## config.mk

```make
export PLATFORM = sky130hd
export DESIGN_NAME = frogger_state_ctrl
export DESIGN_NICKNAME = d
export VERILOG_FILES = /design/src/rtl/frogger_state_ctrl.sv
export SDC_FILE = /design/constraint.sdc
export NUM_CORES = 1
export LEC_CHECK = 0
export CAP_MARGIN = 20
export CELL_PAD_IN_SITES_DETAIL_PLACEMENT = 1
export CELL_PAD_IN_SITES_GLOBAL_PLACEMENT = 1
export CORE_MARGIN = 5
export CORE_UTILIZATION = 35
export CTS_CLUSTER_SIZE = 24
export DETAILED_ROUTE_END_ITERATION = 6
export GPL_TIMING_DRIVEN = 1
export PLACE_DENSITY = 0.82
export SYNTH_ARGS = -nofsm -noshare
export SYNTH_HDL_FRONTEND = slang
export SYNTH_SLANG_ARGS = --single-unit
```

## constraint.sdc

```tcl
create_clock -name i_Clk -period 1.91 [get_ports i_Clk]
set_input_delay 0.382 -clock i_Clk [delete_from_list [all_inputs] [get_ports i_Clk]]
set_output_delay 0.382 -clock i_Clk [all_outputs]
set_load 0.02 [all_outputs]
```

## src/rtl/frogger_state_ctrl.sv

```systemverilog
// frogger_state_ctrl: top-level game sequencer for Frogger.
// Owns the game state machine, the life counter, the score and the
// per-state frame timer. Every output is driven straight from a register.
module frogger_state_ctrl #(
  parameter int c_LIVES          = 3,
  parameter int c_GOAL_ROW       = 0,
  parameter int c_RESPAWN_FRAMES = 60,
  parameter int c_WIN_FRAMES     = 120,
  parameter int c_SCORE_MAX      = 99
) (
  input  logic       i_Clk,
  input  logic       i_Rst_N,
  input  logic       i_Frame_Tick,
  input  logic       i_Game_Start,
  input  logic       i_Collided,
  input  logic       i_Drowned,
  input  logic [5:0] i_Frogger_Y,
  output logic [2:0] o_State,
  output logic       o_Game_Active,
  output logic       o_Respawn,
  output logic       o_Objects_Reset,
  output logic [1:0] o_Lives,
  output logic [6:0] o_Score
);

  typedef enum logic [2:0] {
    IDLE      = 3'd0,
    CLEANUP   = 3'd1,
    RUNNING   = 3'd2,
    DYING     = 3'd3,
    P1_WINS   = 3'd4,
    GAME_OVER = 3'd5
  } state_t;

  state_t     r_state;
  logic       r_start_q;
  logic [1:0] r_lives;
  logic [6:0] r_score;
  logic [7:0] r_frame_cnt;
  logic       r_game_active;
  logic       r_respawn;
  logic       r_objects_reset;

  logic w_start_edge;
  logic w_hazard;
  logic w_goal;

  // A held button produces one edge; it must be released before the next.
  assign w_start_edge = i_Game_Start & ~r_start_q;
  assign w_hazard     = i_Collided | i_Drowned;
  assign w_goal       = (i_Frogger_Y == 6'(c_GOAL_ROW));

  // Remember last cycle's start button level for edge detection.
  always_ff @(posedge i_Clk or negedge i_Rst_N) begin
    if (!i_Rst_N) begin
      r_start_q <= 1'b0;
    end else begin
      // NOTE: sequential state uses <= so every register samples the
      // pre-edge values of the others, regardless of statement order.
      r_start_q <= i_Game_Start;
    end
  end

  // Game FSM with lives, score, frame timer and registered status outputs.
  // Each transition sets the outputs that belong to the state being entered.
  always_ff @(posedge i_Clk or negedge i_Rst_N) begin
    if (!i_Rst_N) begin
      r_state         <= IDLE;
      r_lives         <= 2'(c_LIVES);
      r_score         <= 7'd0;
      r_frame_cnt     <= 8'd0;
      r_game_active   <= 1'b0;
      r_respawn       <= 1'b0;
      r_objects_reset <= 1'b0;
    end else begin
      // Pulsed outputs default low; only an entry into their state raises them.
      r_respawn       <= 1'b0;
      r_objects_reset <= 1'b0;
      r_game_active   <= 1'b0;

      case (r_state)
        IDLE, GAME_OVER: begin
          if (w_start_edge) begin
            r_lives         <= 2'(c_LIVES);
            r_score         <= 7'd0;
            r_state         <= CLEANUP;
            r_objects_reset <= 1'b1;
          end
        end

        CLEANUP: begin
          r_state       <= RUNNING;
          r_game_active <= 1'b1;
          r_respawn     <= 1'b1;
        end

        RUNNING: begin
          r_game_active <= 1'b1;
          // The respawn cycle is a grace cycle: the frog has not moved yet.
          if (!r_respawn) begin
            if (w_hazard) begin
              r_game_active <= 1'b0;
              if (r_lives > 2'd1) begin
                r_lives     <= r_lives - 2'd1;
                r_frame_cnt <= 8'(c_RESPAWN_FRAMES);
                r_state     <= DYING;
              end else begin
                r_lives <= 2'd0;
                r_state <= GAME_OVER;
              end
            end else if (w_goal) begin
              r_game_active <= 1'b0;
              if (r_score < 7'(c_SCORE_MAX)) begin
                r_score <= r_score + 7'd1;
              end
              r_frame_cnt <= 8'(c_WIN_FRAMES);
              r_state     <= P1_WINS;
            end
          end
        end

        DYING: begin
          if (i_Frame_Tick) begin
            r_frame_cnt <= r_frame_cnt - 8'd1;
            if (r_frame_cnt == 8'd1) begin
              r_state       <= RUNNING;
              r_game_active <= 1'b1;
              r_respawn     <= 1'b1;
            end
          end
        end

        P1_WINS: begin
          if (i_Frame_Tick) begin
            r_frame_cnt <= r_frame_cnt - 8'd1;
            if (r_frame_cnt == 8'd1) begin
              r_state         <= CLEANUP;
              r_objects_reset <= 1'b1;
            end
          end
        end

        default: r_state <= IDLE;
      endcase
    end
  end

  assign o_State         = r_state;
  assign o_Game_Active   = r_game_active;
  assign o_Respawn       = r_respawn;
  assign o_Objects_Reset = r_objects_reset;
  assign o_Lives         = r_lives;
  assign o_Score         = r_score;

endmodule

```

# Word-level counts from Yosys, hierarchy flattened
# Index checks and enable logic that the tools add are counted.
# Widths: inputs -> output; s select.
word_totals:
  ff_bits: 24
  in_bits: 12
  output_inout_bits: 15
  elab_cells: 81
op_classes:
  add_sub_neg: 3
  n_lt_le_gt_ge: 2
  n_eq_ne: 19
  mux: 36
  bitwise_logic: 3
  n_reduce_logical: 10
op_table:
  columns: ["operator", "count"]
  rows:
  - ["$mux 8", 5]
  - ["$mux 7", 5]
  - ["$mux 3", 9]
  - ["$ne 2x2->1 const B", 10]
  - ["$pmux 8 s2", 1]
  - ["$pmux 3 s5", 1]
  - ["$pmux 7 s2", 1]
  - ["$eq 8x1->1 const B", 1]
  - ["$mux 2", 4]
  - ["$sub 8x1->8 const B", 1]
  - ["$add 7x1->7 const B", 1]
  - ["$lt 7x7->1 const B", 1]
  - ["$reduce_and 7->1", 1]
  - ["$eq 3x2->1 const B", 2]
  - ["$eq 3x3->1 const B", 2]
  - ["$logic_not 6->1", 1]
  - ["$mux 1", 6]
  - ["$ne 3x3->1 const B", 2]
  - ["$reduce_and 6->1", 1]
  - ["$reduce_and 5->1", 1]
  - ["$pmux 1 s2", 2]
  - ["$pmux 2 s2", 1]
  - ["$reduce_and 4->1", 1]
  - ["$reduce_bool 2->1", 2]
  - ["other kinds (10)", 11]

# Longest topological paths before layout
depth:
  word_depth: 6
  mapped_depth: 7
  ltp_nobuf: 6

# Least setup slack after synthesis
# OpenSTA, ideal clock, no wires.
synth_timing:
  kind: "register to register"
  start: "register r_state[0], in the netlist o_State[0]"
  end: "register r_frame_cnt[3]"
  setup_time_ps: 126
  arrival_time_ps: 2020
  path_slack_ps: -236
  stages_incl_launch_ff: 8
  path_buffers: 3
  synth_period_minus_slack_ps: 2146
  cell_sequence: "dfrtp_1 or3b_1 buf_2 o32a_1 buf_6 or2_1 buf_6 o32a_1"
synth_between:
  elab_chain_len: 4
synth_rtl:
  columns: ["item", "line", "source"]
  rows:
  - ["from (decl)", "35", "state_t r_state;"]
  - ["from (signal assigned)", "68", "r_state <= IDLE;"]
  - ["from (signal assigned)", "86", "r_state <= CLEANUP;"]
  - ["from (signal assigned)", "92", "r_state <= RUNNING;"]
  - ["$eq 3x3->1 or $eq 3x2->1 (tied branches)", "81", "case (r_state)"]
  - ["$reduce_or 2->1 (no line)", null, null]
  - ["$ne 2x1->1 (no line) or $reduce_bool 2->1 (tied branches)", null, null]
  - ["$reduce_and 5->1 (no line)", null, null]
  - ["to (signal assigned)", "105", "r_frame_cnt <= 8'(c_RESPAWN_FRAMES);"]
  - ["to (signal assigned)", "116", "r_frame_cnt <= 8'(c_WIN_FRAMES);"]
  - ["to (signal assigned)", "124", "r_frame_cnt <= r_frame_cnt - 8'd1;"]
  - ["to (decl)", "39", "logic [7:0] r_frame_cnt;"]
# Parallel ways exist; a longest one is shown, timed or not.
# A chain may end at the register's enable or synchronous reset.

# Final worst setup path
layout_timing:
  start: "register r_lives[1], in the netlist o_Lives[1]"
  end: "output port o_Lives[1]"
layout_rtl:
  columns: ["item", "line", "source"]
  rows:
  - ["from (decl)", "37", "logic [1:0] r_lives;"]
  - ["from (signal assigned)", "69", "r_lives <= 2'(c_LIVES);"]
  - ["from (signal assigned)", "84", "r_lives <= 2'(c_LIVES);"]
  - ["from (signal assigned)", "104", "r_lives <= r_lives - 2'd1;"]
  - ["to (decl)", "22", "output logic [1:0] o_Lives,"]
# No word-level cell between the ends.

==> qor.yml <==
outcome:
  outcome: "finished, final reports clean"
sta:
  hold_violations: 0
  relSlewSlack_pct: 67.7
  setup_tns_ps: 0
  skew_ps: 2.80
  worst_pin_slew_ps: 472
  clock.fmax_mhz: 545
  rsz0062_at_grt: "false"
  setup_viol: 0
  fin_crit_sh_pct: 96.0
  finalMaxSlewViolations: 0
  min_period_ps: 1830
route:
  firstDrtPassIters: 4
  routedWlPerCell_um: 17.9
  drc: 0
  drt_iter0_markers: 119
  ant_nets: 0
  drt-total-wl_um: 4730
  vias: 1495
  avgViaCountPerCell: 5.64
grt:
  groute.layer.met3.usage_pct: 4.14
  antenna_found_initial: 0
  grt.total_usage_pct: 18.9
  grt_pass1_wl_um: 8130
  grt_overflow: 0
  grt_util_met1_pct: 22.5
  busiest_layer: "met2"
  grt_max_degree: 25
  grt_pass1_vias: 1659
  grtUsageMet2_pct: 34.7
synthesis:
  syn_area_per_cell_sq_um: 9.00
  synth_xor_area_share_pct: 0
  synthAdderAreaFrac_pct: 2.56
  synth-main-ff-cell: "dfrtp_1"
  synthMuxAreaShare_pct: 1.45
  yosysMostFrequentCell: "dfrtp_1"
  ys_top_cells_by_count: "22 x dfrtp_1, 15 x nand2_1, 11 x a21oi_1, 11 x o21ai_0, 10 x inv_1"
  synth_cells: 163
  synth_area_sq_um: 1470
  async_reset_ff_share_pct: 100
  ys_ff_latch: 24
  synth_top_family_by_area: "compound AO/OA/AOI/OAI gates"
  yosys_warnings: 0
  ys_types: 45
  synth_nets: 178
  synthSimpleGateAreaFrac_pct: 22.1
  synth_seq_area_share_pct: 41.1
  yosys.area.top_type_share_pct: 37.5
  synth_edf_count: 0
  synth_area_leaders: "dfrtp_1 38%, nand2_1 3.8%, a21oi_1 3.8%, o21ai_0 3.8%, dfstp_2 3.6%"
  yosysTopAreaCell: "dfrtp_1"
  synth_compound_area_share_pct: 27.3
final_layout:
  nNetsFinal: 231
  final_core_util_pct: 51.5
  diodes: 0
  area_growth_pct: 41.4
  fin_area_sq_um: 2080
  drive_above_1_share_pct: 23.7
floorplan:
  coreArea_sq_um: 4030
  die_x_um: 74.8
  pin_count: 27
  initial_core_util_pct: 36.4
  die_height_um: 74.8
  num_rows: 23
  dieArea_sq_um: 5590
cts:
  htreeDepth: 1
  cts_hold_buf: 0
  tritoncts: "built"
  cts_made_buffers: 3
  cts.path.max_buffers: 2
  path_clk_slew_ps: 90
  clockRootBuffer: "clkbuf_8"
  cts_sinks: 24
  ctsResizeCount: 0
  insertion_delay_ps: 270
  post_cts_buffers: 0
power:
  power.density_nw_per_um2: 1230
  p_leak_nw: 0.834
  ir_drop_v: 0.000500
  total_power_mw: 2.55
critical_path:
  critPathArrivalTime_ps: 1450
  cp_slowest_cell: "clkdlybuf4s50_1"
  path_max_fanout: 4
  required_ps: 1530
  cpPeakStageDelay_ps: 620
  criticalPathCategory: "reg -> out"
  timing.critical_path.cells: "clkdlybuf4s50_1"
  crit_path_end_kind: "output pin"
  cp-start-kind: "flip-flop"
  critPathBufInv: 1
  path_delay_family: "buffers and inverters"
placement:
  dpl.hpwl_um: 3660
  gp_congestion: 0.870
  placedInstanceArea_sq_um: 1980
  portBuffers: 26
job:
  max_cap_violations: 0
worst_hold_path:
  hold_path_class: "in -> async"
cell type report:
type | count | area [sq um]
fillers | 468 | 1950
multi-input cells | 122 | 833
flip-flops and latches | 24 | 607
repair buffers | 55 | 480
well taps | 50 | 62.6
clock buffers | 4 | 55.1
inverters | 10 | 37.5
flip-flops by register name, summed over array words and instances (netlist names):
register / cells
o_Score: 7
o_Respawn: 1
o_Game_Active: 1
r_frame_cnt: 8
o_State: 3
o_Lives: 2
o_Objects_Reset: 1
r_start_q: 1
placed cells by master, fill, tap and decap left out, types with 2 or more instances in the layout:
cell | Yosys | routed
buf_4 | 0 | 29
clkdlybuf4s50_1 | 0 | 25
dfrtp_1 | 22 | 19
nand2_1 | 15 | 15
a21oi_1 | 11 | 11
inv_1 | 10 | 10
o21ai_0 | 11 | 10
nor2_1 | 8 | 8
nand3_1 | 7 | 7
nand2b_1 | 5 | 5
nor3_1 | 6 | 5
o32a_1 | 4 | 4
clkbuf_8 | 0 | 4
nor2b_1 | 3 | 3
a211oi_1 | 3 | 3
o21a_1 | 3 | 3
a31oi_1 | 3 | 3
o31ai_1 | 3 | 3
ha_1 | 3 | 3
dfrtp_2 | 0 | 3
nor4_2 | 0 | 2
nor4b_2 | 0 | 2
a21o_1 | 2 | 2
nor3b_2 | 0 | 2
a2111oi_0 | 2 | 2
a41oi_1 | 2 | 2
nand3b_1 | 2 | 2
nor4_1 | 4 | 2
o32ai_1 | 2 | 2
a22oi_1 | 2 | 2
dfstp_2 | 2 | 2
worst register-to-register path, cell delays in order, from the launching register on:
cell and delay, ps:
dfrtp_2 460, or3b_2 570, a211oi_4 250, buf_4 190, a211oi_1 60, o32a_1 180
worst paths after layout:
kind	startpoint	endpoint	slack (ps)	cells after the start
max in group asynchronous	i_Rst_N	o_Lives[0]	1140	2
max	o_Lives[1]	o_Lives[1]	80	1
min	i_Rst_N	o_State[0]	470	2
min in group i_Clk	o_Lives[0]	o_Lives[0]	530	2
max reg2reg	o_State[2]	r_frame_cnt[5]	80	5
min reg2reg	o_Lives[0]	o_Lives[0]	530	2
power breakdown:
group,leakage [nW],switching (mW),total [mW],internal [mW]
Clock,0.0288,0.173,0.358,0.184
Combinational,0.508,0.738,1.38,0.645
Sequential,0.297,0.161,0.806,0.646
Total,0.834,1.07,2.55,1.47
logic make-up after synthesis:
logic type,after synthesis
simple gates,61
compound gates,56
flops,24
buf+inv,17
fa+ha+maj,3
mux,2
through the flow:
stage / cells / worst slack [ps] / hold slack [ps]
floorplan: 163 / -82.5 / 86.4
global placement: 261 / -242 / 491
detailed placement: 261 / -261 / 526
CTS: 265 / 18.1 / 478
global route: 265 / 3.28 / 507
finish: 265 / 75.6 / 470
per-layer routing:
layer / part of all wire, % / vias up
met1: 42 / 745
met5: 0 / -
met2: 53 / 31
met4: 0.93 / 0
met3: 4.2 / 4
li1: - / 715
Power figures use the tool's default switching activity.
